$ cat config.mk
export PLATFORM = sky130hd
export DESIGN_NAME = jtdd_shram_arb
export DESIGN_NICKNAME = d
export VERILOG_FILES = /design/src/rtl/jtdd_shram_arb.sv
export SDC_FILE = /design/constraint.sdc
export NUM_CORES = 1
export LEC_CHECK = 0
export ABC_AREA = 1
export CAP_MARGIN = 20
export CORE_ASPECT_RATIO = 1.2
export CORE_MARGIN = 1
export CORE_UTILIZATION = 33
export CTS_CLUSTER_SIZE = 28
export DETAILED_ROUTE_END_ITERATION = 12
export PLACE_DENSITY = 0.81
export SETUP_SLACK_MARGIN = 0.4
export SYNTH_ARGS = -nofsm -noshare
export SYNTH_HDL_FRONTEND = slang
export SYNTH_SLANG_ARGS = --single-unit
$ cat constraint.sdc
create_clock -name clk -period 1.9 [get_ports clk]
set_clock_uncertainty 0.2 [all_clocks]
set_input_delay 0.285 -clock clk [delete_from_list [all_inputs] [get_ports clk]]
set_output_delay 0.285 -clock clk [all_outputs]
set_load 0.02 [all_outputs]
$ cat src/rtl/jtdd_shram_arb.sv
// rtl/jtdd_shram_arb.sv - shared 512-byte RAM arbiter between main 6309 CPU and 63701 MCU
module jtdd_shram_arb #(
    parameter int AW  = 9,
    parameter int TMO = 255
) (
    input  logic          clk,
    input  logic          rst,
    input  logic          cpu_cen,
    input  logic          cpu_cs,
    input  logic          cpu_wrn,
    input  logic [AW-1:0] cpu_addr,
    input  logic [7:0]    cpu_din,
    output logic [7:0]    cpu_dout,
    output logic          cpu_wait,
    input  logic          mcu_cen,
    input  logic          mcu_cs,
    input  logic          mcu_wrn,
    input  logic [AW-1:0] mcu_addr,
    input  logic [7:0]    mcu_din,
    output logic [7:0]    mcu_dout,
    input  logic          mcu_ban,
    input  logic          mcu_ba,
    output logic          mcu_halt,
    output logic [AW-1:0] ram_addr,
    output logic [7:0]    ram_din,
    output logic          ram_we,
    input  logic [7:0]    ram_q,
    output logic          tmo_err
);

    typedef enum logic [1:0] {IDLE, HREQ, CPU, REL} state_t;

    localparam logic [7:0] TMO_CNT = 8'(TMO);

    state_t     st;
    logic [7:0] cnt;
    logic       cpu_own;

    always_ff @(posedge clk or posedge rst) begin
        if (rst) begin
            st       <= IDLE;
            cnt      <= 8'd0;
            mcu_halt <= 1'b0;
            tmo_err  <= 1'b0;
        end else begin
            case (st)
                IDLE: begin
                    if (cpu_cs) begin
                        if (mcu_ban) begin
                            st       <= CPU;
                            mcu_halt <= 1'b0;
                        end else begin
                            st       <= HREQ;
                            mcu_halt <= 1'b1;
                            cnt      <= 8'd0;
                        end
                    end
                end
                HREQ: begin
                    cnt <= cnt + 8'd1;
                    if (!cpu_cs) begin
                        st       <= IDLE;
                        mcu_halt <= 1'b0;
                    end else if (mcu_ba || mcu_ban) begin
                        st       <= CPU;
                        mcu_halt <= !mcu_ban;
                    end else if (cnt == TMO_CNT) begin
                        // MCU never acknowledged: force the grant, keep it halted
                        st      <= CPU;
                        tmo_err <= 1'b1;
                    end
                end
                CPU: begin
                    mcu_halt <= !mcu_ban;
                    if (cpu_cen && !cpu_cs) st <= REL;
                end
                REL: begin
                    if (cpu_cs) begin
                        st       <= CPU;
                        mcu_halt <= !mcu_ban;
                    end else if (mcu_cen) begin
                        st       <= IDLE;
                        mcu_halt <= 1'b0;
                    end
                end
                default: st <= IDLE;
            endcase
        end
    end

    assign cpu_own  = (st == CPU) || (st == REL);
    assign ram_addr = cpu_own ? cpu_addr : mcu_addr;
    assign ram_din  = cpu_own ? cpu_din  : mcu_din;
    assign cpu_wait = cpu_cs && (st != CPU);
    assign cpu_dout = ram_q;
    assign mcu_dout = ram_q;

    // A halted MCU (ba high) must never write; reset drops any strobe in flight
    always_comb begin
        ram_we = 1'b0;
        if (!rst) begin
            if (st == CPU)
                ram_we = cpu_cen && cpu_cs && !cpu_wrn;
            else if (st == IDLE || st == HREQ)
                ram_we = mcu_cen && mcu_cs && !mcu_wrn && !mcu_ba;
        end
    end

endmodule

==> impl_summary.log <==
[metrics] fillcell total: around 220
[metrics] via count: 1418
[metrics] share of power burned in registers: 0.160
[metrics] layout overhead on the synthesized area: 99.9%
[metrics] remaining max-slew budget at the tightest pin: 0.703
[metrics] top-level port count: 89
[metrics] number of diodes added for antenna fixing: 0
[metrics] global-route wire length before repair: 5060 um
[metrics] category of the most critical setup path: input port to primary output
[metrics] Achievable Freq: 0.548 GHz
[metrics] maximum fanout along the worst path: 2
[metrics] most used cells in the layout excluding fill and tap cells: sky130_fd_sc_hd__nand2_1 (44), sky130_fd_sc_hd__clkdlybuf4s50_1 (42), sky130_fd_sc_hd__nand2_2 (22)
[metrics] routed wire length: 4230 um
[metrics] Pleak: approximately 1.1 nW
[metrics] combinational family with the most area after synthesis: simple AND/OR/NAND/NOR gates
[metrics] Die Height: 65.2 um
[metrics] 1st-iter DRT viols: 37
[metrics] netlist area before placement: 0.00110 sq mm
[metrics] Clk pwr share: 0.051
[metrics] initial cell density of the core: 0.354
[metrics] number of max-slew violations in the final report: 0
[metrics] net count of the mapped netlist: roughly 230
[metrics] horizontal extent of the die: 54.7 um
[metrics] Comb pwr share: 0.789
[metrics] PwrDens: ~1300 mW/mm^2
[metrics] maximum level of the CTS H-tree: 1
[metrics] cell area after placement: ~0.0017 sq mm
[metrics] buffers added on ports: 64
[metrics] endpoint type of the worst setup path: primary output
[metrics] type of the most critical hold path: input port to async pin
[metrics] clock root buffer: sky130_fd_sc_hd__clkbuf_4
[metrics] proportion of synthesized area in mux cells: 0
[metrics] utilization of the core after routing: 0.707
[metrics] clock-pin slew of the registers on the worst-case setup and hold paths: around 0.060 ns
[metrics] Total GRT Usage: 0.190
[metrics] design internal power: 1.53 mW
[metrics] synthesis warning total: 0
[metrics] register bit count reported by yosys: 12
[metrics] largest net degree at the start of global routing: 13
[metrics] Net Sw Power: 1.36 mW
[metrics] DRT Pass-1 Iters: 4
[metrics] largest buffer count on any clock path: 2
[metrics] Synth Area in Adders: 0.0114
[metrics] leading cell type in the layout, fill and taps excluded: sky130_fd_sc_hd__nand2_1
[metrics] run status: completed
[metrics] Site Rows: 22
[metrics] Final ANT Viol Nets: 0
[metrics] Clock Sinks: 12
[metrics] endpoint arrival time on the critical path: 1.34 ns
[metrics] filler-free cell count of the finished design: 284
[metrics] post-detailed-route wirelength per cell: ~15 um
[metrics] number of cells produced by synthesis: 179
[metrics] post-detail-place hpwl: around 2400 um
[metrics] time the final worst path needs with I/O delays and setup: between 1.5 and 2 ns
[metrics] transition time of the tightest slew-check pin: around 0.45 ns
[metrics] CORE AREA: 0.00311 sq mm
[metrics] number of global-route vias before repair: between 1000 and 1500
[metrics] Num CTS Buffers: 3
[metrics] startpoint type of the worst setup path: input port
[metrics] total setup violations reported at the end of the flow: 0
[metrics] share of synthesized area occupied by flip-flops and latches: 0.273
[metrics] synthesized-area fraction occupied by and/or/nand/nor cells: 0.423
[metrics] Via density: 4.99
[metrics] Final #Nets: roughly 300
[metrics] switch share: 0.471
[metrics] mean cell area of the mapped netlist: a little over 6 sq um
[metrics] RSZ-0062 raised after global routing: true
[metrics] period utilisation layout: 0.961
[metrics] DRC errors left: 0
[metrics] worst hold slack: 0.205 ns
[metrics] number of different library cells in the post-synthesis netlist: 20
[metrics] fin area: between 0.002 and 0.0025 sq mm
[metrics] Die Area: 0.00357 sq mm
[metrics] grt ovf: 0
[metrics] library cell occupying the most area in the post-synthesis netlist: sky130_fd_sc_hd__nand2_1
[metrics] share of post-route cells with drive strength above 1: 0.444
[metrics] total of max-cap violations: 0
[metrics] cells taking the most area after synthesis: sky130_fd_sc_hd__nand2_1 (28%), sky130_fd_sc_hd__dfrtp_1 (27%), sky130_fd_sc_hd__buf_4 (11%), sky130_fd_sc_hd__nand3_1 (4.6%), sky130_fd_sc_hd__inv_1 (4.4%)
[metrics] compound-gate portion of the synthesized area: 0.0842
[metrics] endpoint required time on the critical path: 1.41 ns
[metrics] placer's final routability congestion estimate: 0.862
[metrics] post-synthesis xor/xnor area fraction: 0.00796
[metrics] IR drop worst, VDD: 0.905 mV
[metrics] area share of the largest cell type after synthesis: 0.276
[metrics] source-to-sink clock delay at the later pin of the worst-skew pair: 0.27 ns
[metrics] clock tree from TritonCTS: built
[metrics] final hold violation count: 0
[metrics] total instance count after detailed placement: 269
[metrics] initial antenna violation count: 0
[metrics] Total Neg Setup Slack: 0 ns
cell families (layout without fill, tap and decap cells):
| kind of cell | after synthesis | count (layout) |
|---|---|---|
| AO/OA/AOI/OAI | 17 | 17 |
| buffers and inverters | 38 | 107 |
| XOR/XNOR | 1 | 1 |
| adder cells (fa/ha/maj) | 1 | 1 |
| flip-flops | 12 | 12 |
| AND/OR/NAND/NOR | 110 | 110 |
final timing paths:
kind / start / to / slack, ns / depth (start not counted)
min in group clk: tmo_err$_DFFE_PP0P_ / tmo_err$_DFFE_PP0P_ / 0.30 / 1
worst max register to register: flip-flop / cnt[4]$_DFFE_PP0P_ / 0.21 / 10
worst max-delay path: mcu_ba / ram_we / 0.07 / 5
worst min register to register: tmo_err$_DFFE_PP0P_ / tmo_err$_DFFE_PP0P_ / 0.30 / 1
max in group asynchronous: rst / async pin / 0.97 / 2
worst min-delay path: rst / tmo_err$_DFFE_PP0P_ / 0.20 / 2
power groups by stage:
stage	logic (mW)	registers, mW	clock network [mW]
floorplan	0.876	0.452	0
global placement	1.48	0.454	0
detailed placement	1.50	0.457	0
CTS	1.86	0.457	0.151
global route	2.43	0.471	0.167
finish	2.28	0.462	0.149
worst max-delay path, cell delays in order:
cell and delay (ns):
sky130_fd_sc_hd__clkdlybuf4s50_1 0.45, sky130_fd_sc_hd__nor2_4 0.14, sky130_fd_sc_hd__nand4_1 0.12, sky130_fd_sc_hd__a21oi_2 0.19, sky130_fd_sc_hd__buf_4 0.16
layer usage:
metal / GRT usage / wire [um]
met3: 0.0486 / 410
met1: 0.182 / 1510
met4: 0.0865 / 185
met2: 0.354 / 2120
met5: 0 / 0
Yosys cell counts:
cell type	instances
sky130_fd_sc_hd__nor2_1	7
sky130_fd_sc_hd__nand2_2	4
sky130_fd_sc_hd__nor2_2	3
sky130_fd_sc_hd__o21bai_1	3
sky130_fd_sc_hd__inv_1	13
sky130_fd_sc_hd__nand3_1	10
sky130_fd_sc_hd__ha_1	1
sky130_fd_sc_hd__xnor2_1	1
sky130_fd_sc_hd__nand4_1	3
sky130_fd_sc_hd__nor2_4	2
sky130_fd_sc_hd__clkinv_1	1
sky130_fd_sc_hd__a21oi_1	7
sky130_fd_sc_hd__o21ai_1	5
sky130_fd_sc_hd__buf_2	2
sky130_fd_sc_hd__dfrtp_1	12
sky130_fd_sc_hd__inv_2	4
sky130_fd_sc_hd__o21ai_0	2
sky130_fd_sc_hd__nand2_1	81
sky130_fd_sc_hd__buf_6	2
sky130_fd_sc_hd__buf_4	16
sequential cells by signal (all words and copies together) (netlist names), named ones only:
signal    flops
tmo_err       1
st            1
cnt           8
mcu_halt      1
cell type report:
type	instances	area [sq um]	area share
Timing Repair Buffer	86	888	0.404
Multi-Input combinational cell	129	858	0.390
Sequential cell	12	302	0.137
Inverter	18	82.6	0.0376
Tap cell	36	45.0	0.0205
Clock buffer	3	22.5	0.0102
stage by stage:
stage	setup slack (ns)	power, mW
floorplan	0.419	1.33
global placement	-0.356	1.94
detailed placement	-0.363	1.96
CTS	0.106	2.47
global route	0.0247	3.07
finish	0.0747	2.89
what timing repair did:
| action | 4_1_cts | 5_1_grt |
|---|---|---|
| buffers inserted | 5 | 6 |
| hold buffers | 0 | 0 |
| endpoints found under the hold margin | 0 | 0 |
| gates cloned | 1 | 0 |
| pin swaps | 17 | 27 |
| resized for setup | 145 | 54 |
| setup endpoints to repair | 25 | 31 |
(Power assumes the default switching activity.)
